## src/rtl/regfile_dump.sv

```systemverilog
// Walks register-file addresses 0..LAST_ADDR through a single read port and
// streams each (address, value) pair out over a valid/ready handshake.
module regfile_dump #(
  parameter logic [3:0] LAST_ADDR = 4'd15
) (
  input  logic        clk,
  input  logic        rst_n,
  input  logic        start,
  output logic [3:0]  rd_addr,
  input  logic [15:0] rd_data,
  output logic        out_valid,
  input  logic        out_ready,
  output logic [3:0]  out_addr,
  output logic [15:0] out_data,
  output logic        busy,
  output logic        done
);

  typedef enum logic [1:0] {
    IDLE  = 2'd0,
    FETCH = 2'd1,
    HOLD  = 2'd2,
    DONE  = 2'd3
  } state_t;

  state_t      state_reg, state_next;
  logic [3:0]  cnt_reg, cnt_next;
  logic        out_valid_reg, out_valid_next;
  logic [3:0]  out_addr_reg, out_addr_next;
  logic [15:0] out_data_reg, out_data_next;

  always_ff @(posedge clk or negedge rst_n) begin
    if (!rst_n) begin
      state_reg     <= IDLE;
      cnt_reg       <= 4'd0;
      out_valid_reg <= 1'b0;
      out_addr_reg  <= 4'd0;
      out_data_reg  <= 16'd0;
    end else begin
      state_reg     <= state_next;
      cnt_reg       <= cnt_next;
      out_valid_reg <= out_valid_next;
      out_addr_reg  <= out_addr_next;
      out_data_reg  <= out_data_next;
    end
  end

  always_comb begin
    state_next     = state_reg;
    cnt_next       = cnt_reg;
    out_valid_next = out_valid_reg;
    out_addr_next  = out_addr_reg;
    out_data_next  = out_data_reg;
    case (state_reg)
      IDLE: begin
        if (start) begin
          cnt_next   = 4'd0;
          state_next = FETCH;
        end
      end
      FETCH: begin
        // The register is sampled here and only here, so later writes
        // cannot disturb a beat already presented to the consumer.
        out_data_next  = rd_data;
        out_addr_next  = cnt_reg;
        out_valid_next = 1'b1;
        state_next     = HOLD;
      end
      HOLD: begin
        if (out_ready) begin
          out_valid_next = 1'b0;
          if (cnt_reg == LAST_ADDR) begin
            state_next = DONE;
          end else begin
            cnt_next   = cnt_reg + 4'd1;
            state_next = FETCH;
          end
        end
      end
      DONE: begin
        state_next = IDLE;
      end
      default: begin
        state_next = IDLE;
      end
    endcase
  end

  assign rd_addr   = cnt_reg;
  assign out_valid = out_valid_reg;
  assign out_addr  = out_addr_reg;
  assign out_data  = out_data_reg;
  assign busy      = (state_reg != IDLE);
  assign done      = (state_reg == DONE);

endmodule

```

## config.mk

```make
export PLATFORM = sky130hd
export DESIGN_NAME = regfile_dump
export DESIGN_NICKNAME = d
export VERILOG_FILES = /design/src/rtl/regfile_dump.sv
export SDC_FILE = /design/constraint.sdc
export NUM_CORES = 1
export LEC_CHECK = 0
export ABC_AREA = 1
export CAP_MARGIN = 20
export CORE_MARGIN = 3
export CORE_UTILIZATION = 35
export CTS_CLUSTER_DIAMETER = 120
export DETAILED_ROUTE_END_ITERATION = 12
export GPL_TIMING_DRIVEN = 0
export PLACE_DENSITY = 0.72
export RECOVER_POWER = 100
export SLEW_MARGIN = 10
export SYNTH_ARGS = -nofsm -noshare
export SYNTH_HDL_FRONTEND = slang
export SYNTH_SLANG_ARGS = --single-unit
```

## constraint.sdc

```tcl
create_clock -name clk -period 2.68 [get_ports clk]
set_input_delay 0.536 -clock clk [delete_from_list [all_inputs] [get_ports clk]]
set_output_delay 0.536 -clock clk [all_outputs]
set_load 0.01 [all_outputs]
```

### After elaboration in Yosys (flattened, before gate mapping)

Index checks and enable logic that the tools add are counted.

| storage, ports and cells | value |
|---|---|
| register bits after elaboration | 27 |
| input port bits | 20 |
| word-level logic and storage cells | 30 |
| output and inout bits | 27 |

| operators by class | value |
|---|---|
| reduce and logical (&&, ||, !) cells | 7 |
| muxes and demuxes | 10 |
| add/subtract/negate cells | 1 |
| eq/ne operators | 7 |

Operator list:

| operator | number |
|---|---|
| two-way mux 4 bit | 3 |
| one-hot mux 2 bit (4 select lines) | 1 |
| one-hot mux 4 bit (2 select lines) | 1 |
| two-way mux 2 bit | 3 |
| != test 2 bit, second input constant | 3 |
| nonzero test 2 bit | 3 |
| adder 4 x 1 -> 4 bit, second input constant | 1 |
| equality test 2 bit, second input constant | 2 |
| equality test 4 bit, second input constant | 1 |
| AND reduction 2 bit | 2 |
| AND reduction 4 bit | 1 |
| equality test 2 x 1 -> 1 bit, second input constant | 1 |
| zero test 2 bit | 1 |
| one-hot mux 1 bit (2 select lines) | 1 |
| two-way mux 1 bit | 1 |

### Logic depth before layout (Yosys ltp)

Gate-level depths: netlist of the first run.

| logic depth | value |
|---|---|
| depth after elaboration | 4 |
| mapped depth | 7 |
| mapped depth without buffers | 7 |

### Worst setup path after synthesis of the first run

OpenSTA, ideal clock, no wires.

| timing | value |
|---|---|
| path kind | reg2reg |
| from | reg cnt_reg[0] (netlist: rd_addr[0]) |
| to | reg cnt_reg[2] (netlist: rd_addr[2]) |
| period minus slack after synthesis | 1.194 ns |
| setup time | 0.126 ns |
| cell stages (with the launch flop) | 5 |
| slack | 1.486 ns |
| required time | 2.554 ns |
| buffers on the path | 0 |
| arrival time | 1.068 ns |
| path through | dfrtp_1 > ha_1 > or2_2 > nand3_1 > o21ai_0 |

| between the ends | value |
|---|---|
| longest elaborated chain between the ends | 4 |
| elaborated cells on any way between the ends | 7 |
| classes of those cells | add/sub (1); eq/ne (2); mux (3); reduce/logical (1) |

Ends and longest elaborated chain:

| element | RTL line | source |
|---|---|---|
| from (decl) | 27 | `logic [3:0] cnt_reg, cnt_next;` |
| from (signal assigned) | 41 | `cnt_reg <= cnt_next;` |
| adder 4 x 1 -> 4 bit | 75 | `cnt_next = cnt_reg + 4'd1;` |
| two-way mux 4 bit | 72 | `if (cnt_reg == LAST_ADDR) begin` |
| two-way mux 4 bit | 70 | `if (out_ready) begin` |
| one-hot mux 4 bit (2 select lines) | 54 | `case (state_reg)` |

Several ways; a longest one is shown, not always the timed one. The select of a mux whose other input is x is not followed.
A chain may end at the register's enable or synchronous reset.

### Final worst setup path of the first run

| timing | value |
|---|---|
| from | reg state_reg[0] |
| to | out busy |

| between the ends | value |
|---|---|
| longest elaborated chain between the ends | 1 |

Ends and longest elaborated chain:

| element | RTL line | source |
|---|---|---|
| from (decl) | 26 | `state_t state_reg, state_next;` |
| from (signal assigned) | 40 | `state_reg <= state_next;` |
| nonzero test 2 bit | 93 | `assign busy = (state_reg != IDLE);` |
| to (decl) | 15 | `output logic busy,` |

No other way between the ends.

==> impl_metrics.csv, run 1 <==
group,metric,value,unit
sta,finalHoldViolCount,0,
routing,drc,0,
floorplan,num_rows,19,
synthesis,synth_top_area_cell,"dfrtp_1",
sta,max_freq,481.6,MHz
sta,relSlewSlack,34.55,%
synthesis,syn_area,1125,um2
worst_setup_path,worst_path_max_delay_cell,"dlygate4sd3_1",
sta,fin_crit_sh,77.47,%
synthesis,synth_top_area_share,60.07,%
min_path,hold_path_depth,2,
placed_design,gp_congestion,0.7032,
floorplan,die_w,62.69,um
clock_network,cts_buffer_depth,2,
layout,fin_cells,220,
power_and_ir_drop,p_per_area,987.5,nW/um2
placed_design,dpl.hpwl,1973,um
synthesis,ys_async_sr_fraction,100.0,%
clock_network,cts-root-buf,"clkbuf_4",
grt,grt_max_degree,20,
routing,num_vias,983,
grt,grt_pass1_vias,960,
clock_network,cts_resized,0,
synthesis,synth_edf_count,0,
placed_design,port_buffers,46,
clock_network,cts_tree,"yes",
routing,dr.first_iter.drc_count,32,
power_and_ir_drop,leakage,0.8320,nW
worst_setup_path,critPathCaptureType,"output pin",
routing,drt_wl_total,2529,um
clock_network,clock-sinks,27,
outcome,status,"completed",
routing,via_per_inst,4.468,
routing,drtPass1Iterations,4,
sta,fin_setup_tns,0,ps
sta,rsz0062_at_grt,"no",
synthesis,netlist_top_cells_area,"dfrtp_1 60%, nand2_1 22%, o21ai_0 2.7%",
synthesis,syn_nets,148,
min_path,hold_path.class,"register to register",
routing,routedWlPerCell,11.50,um
grt,grt_use_total,13.90,%
clock_network,numCtsBuffers,3,
power_and_ir_drop,vdd_drop_max,0.4219,mV
floorplan,io-pin-count,47,
sta,finalSetupViolCount,0,
worst_setup_path,r2r_cells,6,
synthesis,synth_commonest_cells,"67 x nand2_1, 27 x dfrtp_1, 6 x inv_1, 6 x o21ai_0, 5 x nand3_1",
floorplan,fp.dieArea,3930,um2
floorplan,die_h,62.69,um
synthesis,yosysWarnings,0,
floorplan,start_util,38.78,%
grt,antenna_found_initial,0,
clock_network,holdBufCountCts,0,
sta,drv_slew,0,
layout,fin_nets,200,
synthesis,synth_flop_cell,"dfrtp_1",
placed_design,placed_cells,216,
sta,whs,479.2,ps
flow_run,maxCapViolations,0,
layout,diodes,0,
synthesis,ys_seq_elements,27,
worst_setup_path,cp.required,2140,ps
worst_setup_path,arrival,1540,ps
worst_setup_path,worstSetupPathType,"register to output pin",
worst_setup_path,cp-start-kind,"register",
clock_network,clkSlewWorstSetupHoldPaths,150,ps
worst_setup_path,crit_path_max_fanout,4,
worst_setup_path,crit_chain,"inv_1 -> nand2_1 -> dlygate4sd3_1",
synthesis,yosysMostFrequentCell,"nand2_1",
synthesis,synth_cells,127,
clock_network,clk-insertion-delay-late,320,ps
layout,area_growth_syn_to_layout,45.83,%
grt,grt_pass1_wl,4464,um
layout,largest_reg_flops,16,
layout,num-fill-cells,306,
routing,ant_nets,0,
grt,overflow,0,
layout,drive_gt1_share,4.494,%
sta,layout_min_cycle_time,2076,ps
worst_setup_path,slowest_delay,600,ps
synthesis,avgSynthCellArea,8.857,um2
floorplan,core,2900,um2
sta,tightest_slew,981.7,ps
synthesis,seq_area_frac_synth,60.07,%
synthesis,synth_cell_type_count,16,
sta,clock-skew-final,6.761,ps
clock_network,cts_setup_buffers,0,
clock_network,cts_max_level,1,
-- path summary, 6_finish.rpt --
check | from | end | slack, ps
worst min register to register | out_data[5] | out_data[5] | 480
min in group asynchronous | rst_n | out_data[10] | 560
max in group asynchronous | rst_n | out_data[7] | 890
worst max register to register | state_reg[0] | out_data[15] | 1000
worst min-delay path | out_data[5] | out_data[5] | 480
worst max-delay path | state_reg[0] | busy | 600
-- where the power goes --
| group | total [mW] | leakage [nW] | internal, mW | switching, mW |
|---|---|---|---|---|
| Sequential | 0.674 | 0.343 | 0.574 | 0.0995 |
| Clock | 0.176 | 0.0150 | 0.0582 | 0.118 |
| Combinational | 0.770 | 0.474 | 0.355 | 0.416 |
-- area by class of cell --
cell class,instances,area [um2],share of cell area [%]
Clock buffer,4,26.28,1.602
Sequential cell,27,675.6,41.19
Multi-Input combinational cell,88,376.6,22.96
Buffer,4,15.01,0.9153
Tap cell,42,52.55,3.204
Timing Repair Buffer,47,464.2,28.30
Inverter,8,30.03,1.831
-- layout by cell type (no fill, tap or decap) --
master,count
clkbuf_1,6
clkbuf_4,3
clkdlybuf4s50_1,17
dfrtp_1,27
dlygate4sd3_1,29
ha_1,1
inv_1,7
inv_2,1
nand2_1,68
nand2_2,1
nand3_1,5
nand4_1,1
nor2_1,2
nor2_4,1
o211ai_1,1
o21ai_0,6
o21ai_2,1
or2_2,1
-- critical path, delay by kind of cell, from the launching register on --
kind | cells | cell delay (ps)
flops | 1 | 450
simple gates | 1 | 60
buf+inv | 2 | 720
-- cells by family after synthesis --
group / synth area share [%]
AO/OA/AOI/OAI: 4.116
AND/OR/NAND/NOR: 29.14
flip-flops: 60.07
buffers and inverters: 5.562
adder cells (fa/ha/maj): 1.112
-- through the flow --
step | setup WS [ps] | power, mW | area (um2) | utilization (%)
global route | 532.0 | 1.770 | 1640 | 56.56
CTS | 663.5 | 1.762 | 1679 | 57.89
floorplan | 1486 | 1.118 | 1125 | -
finish | 603.8 | 1.620 | 1640 | 56.56
global placement | 707.4 | 1.561 | 1638 | 56.47
detailed placement | 1040 | 1.587 | 1653 | 56.99
-- routing by layer --
layer | GRT usage (%) | share of wire [%]
met3 | 4.137 | 7.8
met2 | 22.50 | 47
met1 | 18.26 | 44
met4 | 3.306 | 0.67
met5 | 0 | 0
Note: power is estimated with default switching activity, not from simulation.
==> run 2, diff against run 1 <==
Clock period 2.68 ns to 2.1 ns, I/O delays scaled along.
==> impl_metrics.csv, run 2 (synthesis results as in run 1) <==
group,metric,value,unit
outcome,status,"completed",
worst_setup_path,worstSetupPathType,"register to output pin",
grt,grt_max_degree,20,
sta,fin_setup_tns,0,ps
floorplan,num_rows,19,
power_and_ir_drop,leakage,0.8318,nW
sta,tightest_slew,981.7,ps
clock_network,clock-sinks,27,
routing,num_vias,983,
clock_network,clkSlewWorstSetupHoldPaths,150,ps
floorplan,core,2900,um2
clock_network,cts_buffer_depth,2,
worst_setup_path,arrival,1540,ps
worst_setup_path,critPathCaptureType,"output pin",
worst_setup_path,crit_chain,"inv_1 -> nand2_1 -> dlygate4sd3_1",
layout,layout_commonest_cell,"nand2_1",
sta,relSlewSlack,34.55,%
layout,fin_util,56.56,%
sta,layout_min_cycle_time,1960,ps
routing,dr.first_iter.drc_count,32,
clock_network,clk-insertion-delay-late,320,ps
placed_design,gp_congestion,0.7032,
placed_design,dp_slack,576.3,ps
sta,worst_slack,139.8,ps
sta,drv_slew,0,
sta,finalHoldViolCount,0,
routing,drtPass1Iterations,4,
clock_network,numCtsBuffers,3,
worst_setup_path,worst_path_max_delay_cell,"dlygate4sd3_1",
clock_network,cts_setup_buffers,0,
sta,fin_crit_sh,93.34,%
routing,via_per_inst,4.468,
flow_run,maxCapViolations,0,
clock_network,cts_max_level,1,
placed_design,port_buffers,46,
routing,drt_wl_total,2529,um
clock_network,cts_tree,"yes",
placed_design,dpl.hpwl,1973,um
grt,grt_use_total,13.90,%
floorplan,die_h,62.69,um
clock_network,cts-root-buf,"clkbuf_4",
worst_setup_path,path_buf_inv,2,
layout,drive_gt1_share,4.494,%
layout,area_growth_syn_to_layout,45.83,%
floorplan,fp.dieArea,3930,um2
clock_network,cts_resized,0,
worst_setup_path,crit_path_max_fanout,4,
floorplan,io-pin-count,47,
grt,grt_pass1_vias,960,
layout,fin_nets,200,
routing,routedWlPerCell,11.50,um
power_and_ir_drop,p_per_area,1260,nW/um2
sta,whs,444.6,ps
grt,overflow,0,
min_path,hold_path.class,"input pin to asynchronous set/reset pin",
worst_setup_path,crit_family,"buffers and inverters",
sta,max_freq,510.1,MHz
floorplan,start_util,38.78,%
grt,antenna_found_initial,0,
sta,rsz0062_at_grt,"no",
layout,diodes,0,
worst_setup_path,slowest_delay,600,ps
routing,drc,0,
routing,ant_nets,0,
worst_setup_path,cp.required,1680,ps
layout,num-fill-cells,306,
floorplan,die_w,62.69,um
layout,largest_reg_flops,16,
sta,clock-skew-final,6.761,ps
power_and_ir_drop,vdd_drop_max,0.5384,mV
worst_setup_path,cp-start-kind,"register",
layout,layout_common_cells,"68 x nand2_1, 28 x dlygate4sd3_1, 27 x dfrtp_1, 18 x clkdlybuf4s50_1, 7 x inv_1",
clock_network,holdBufCountCts,0,
worst_setup_path,r2r_setup_slack,420,ps
grt,grt_pass1_wl,4464,um
sta,finalSetupViolCount,0,
## run 2: cell types whose count changed in the layout (fill, tap and decap cells not counted), sizes merged
cell           previous run  this run
dlygate4sd3              29        28
clkdlybuf4s50            17        18
## run 2: routing by layer
layer / vias up / global-route usage, % / wire length [um]
met2: 38 / 22.50 / 1191
met3: 2 / 4.137 / 196
met5: - / 0 / 0
met1: 449 / 18.26 / 1125
met4: 0 / 3.306 / 17
li1: 494 / - / -
## run 2: area by class of cell
cell class              instances  area (um2)  area share [%]
inverters                       8       30.03           1.831
clock buffers                   4       26.28           1.602
repair buffers                 47       464.2           28.30
plain buffers                   4       15.01          0.9153
well taps                      42       52.55           3.204
multi-input cells              88       376.6           22.96
flip-flops and latches         27       675.6           41.19
## run 2: worst register-to-register path, cell delays in order (launching register included)
cell and delay (ps):
dfrtp_1 430, inv_1 100, nor2_1 150, clkbuf_1 350, clkbuf_1 400, nand2_1 110, nand2_1 90
## run 2: through the flow
step                      instances  instance area, um2  power, mW
final                           220                1640      2.068
after global routing            220                1640      2.260
after CTS                       220                1679      2.249
after detailed placement        216                1653      2.026
after global placement          215                1638      1.992
after floorplan                 127                1125      1.427
## run 2: power breakdown
part / switching, mW / internal [mW]
Combinational: 0.530 / 0.453
Sequential: 0.127 / 0.733
Clock: 0.150 / 0.0743
Total: 0.807 / 1.26
## run 2: worst paths after layout
path	startpoint	end	cells past startpoint
setup / recovery	state_reg[0]	busy	3
hold / removal	rst_n	out_data[10]	1
setup reg to reg	state_reg[0]	out_data[15]	6
hold reg to reg	out_data[5]	out_data[5]	2
max in group asynchronous	rst_n	out_data[7]	2
min in group clk	out_data[5]	out_data[5]	2
==> run 3, diff against run 2 <==
Settings changed: CORE_MARGIN 3 to not set, CORE_UTILIZATION 35 to 41, PLACE_DENSITY 0.72 to 0.81.
==> impl_metrics.csv, run 3 (synthesis results as in run 1) <==
group,metric,value,unit
outcome,status,"completed",
power_and_ir_drop,fin_total_pwr,2.075,mW
layout,largest_reg_flops,16,
grt,grt_use_total,19.71,%
routing,ant_nets,0,
grt,antenna_found_initial,0,
clock_network,cts_buffer_depth,2,
layout,layout_commonest_cell,"nand2_1",
layout,regArea,675.6,um2
sta,rsz0062_at_grt,"no",
floorplan,die_w,54.38,um
worst_setup_path,cp-start-kind,"register",
sta,fin_crit_sh,89.83,%
sta,tightest_slew,966.5,ps
sta,layout_min_cycle_time,1887,ps
clock_network,clk-insertion-delay-late,320,ps
placed_design,port_buffers,46,
clock_network,holdBufCountCts,0,
floorplan,num_rows,18,
layout,final_cell_area,1625,um2
worst_setup_path,cp.required,1680,ps
clock_network,cts_setup_buffers,0,
routing,dr.first_iter.drc_count,17,
sta,drv_slew,0,
worst_setup_path,r2r_cells,6,
sta,finalHoldViolCount,0,
grt,overflow,0,
placed_design,gp_congestion,0.7822,
routing,routedWlPerCell,12.01,um
clock_network,cts-root-buf,"clkbuf_4",
clock_network,clock-sinks,27,
routing,num_vias,989,
sta,finalSetupViolCount,0,
clock_network,numCtsBuffers,3,
layout,layout_common_cells,"68 x nand2_1, 27 x dlygate4sd3_1, 27 x dfrtp_1, 19 x clkdlybuf4s50_1, 7 x inv_1",
worst_setup_path,arrival,1470,ps
placed_design,dpl.hpwl,1972,um
routing,drtPass1Iterations,4,
layout,multiInputGateArea,376.6,um2
floorplan,core,2545,um2
sta,relSlewSlack,35.57,%
layout,diodes,0,
worst_setup_path,critPathCaptureType,"output pin",
layout,num-fill-cells,218,
clock_network,cts_tree,"yes",
worst_setup_path,crit_path_max_fanout,3,
worst_setup_path,worstSetupPathType,"register to output pin",
clock_network,cts_resized,0,
sta,fin_setup_tns,0,ps
power_and_ir_drop,p_per_area,1277,nW/um2
min_path,hold_path.class,"input pin to asynchronous set/reset pin",
floorplan,io-pin-count,47,
power_and_ir_drop,leakage,0.8317,nW
routing,drt_wl_total,2498,um
floorplan,die_h,54.38,um
power_and_ir_drop,vdd_drop_max,0.6831,mV
routing,via_per_inst,4.755,
worst_setup_path,r2r_setup_slack,430,ps
sta,clock-skew-final,9.419,ps
placed_design,postPlaceCellArea,1650,um2
flow_run,maxCapViolations,0,
grt,grt_pass1_wl,3995,um
layout,fin_nets,200,
sta,max_freq,530.1,MHz
clock_network,clkSlewWorstSetupHoldPaths,140,ps
grt,grt_pass1_vias,928,
floorplan,fp.dieArea,2957,um2
layout,drive_gt1_share,4.494,%
routing,drc,0,
clock_network,cts_max_level,1,
layout,area_growth_syn_to_layout,44.49,%
grt,grt_max_degree,19,
floorplan,start_util,44.20,%
-- run 3: cell count changes in the layout (fill, tap and decap cells not counted) --
cell | before | now
dlygate4sd3_1 | 28 | 27
clkdlybuf4s50_1 | 18 | 19
-- run 3: worst paths after layout --
| check | startpoint | end |
|---|---|---|
| min in group clk | out_addr[1] | out_addr[1] |
| hold reg to reg | out_addr[1] | out_addr[1] |
| max in group asynchronous | rst_n | out_addr[1] |
| setup reg to reg | state_reg[0] | out_data[9] |
| hold / removal | rst_n | out_data[4] |
| setup / recovery | state_reg[0] | done |
-- run 3: power by group --
part | total [mW] | internal [mW] | switching (mW) | leakage [nW]
logic | 1.00 | 0.458 | 0.543 | 0.474
clock network | 0.216 | 0.0742 | 0.141 | 0.0150
registers | 0.858 | 0.733 | 0.126 | 0.343
-- run 3: layout make-up --
class,count,share of cell area (%)
flip-flops and latches,27,41.57
repair buffers,47,28.56
multi-input cells,88,23.17
well taps,30,2.309
inverters,8,1.848
clock buffers,4,1.617
plain buffers,4,0.9238
-- run 3: per-stage QoR --
stage	instances	setup slack, ps	hold WS, ps	utilization [%]
after global routing	208	141.9	465.2	63.86
after global placement	203	272.0	452.2	63.77
after detailed placement	204	558.2	460.0	64.85
after floorplan	127	906.3	124.4	-
after CTS	208	188.0	440.5	65.88
final	208	213.5	447.0	63.86
-- run 3: worst max-delay path, cell delays in order (launching register included) --
cell           delay [ps]
dfrtp_1               440
nand2_1                80
inv_1                  30
dlygate4sd3_1         600
-- run 3: metal layers --
layer  wire, um  up-vias  track usage, %
li1           -      495               -
met1       1022      463           21.91
met2       1286       27           35.16
met3        138        4           2.778
met4         50        0           11.97
met5          0        -               0
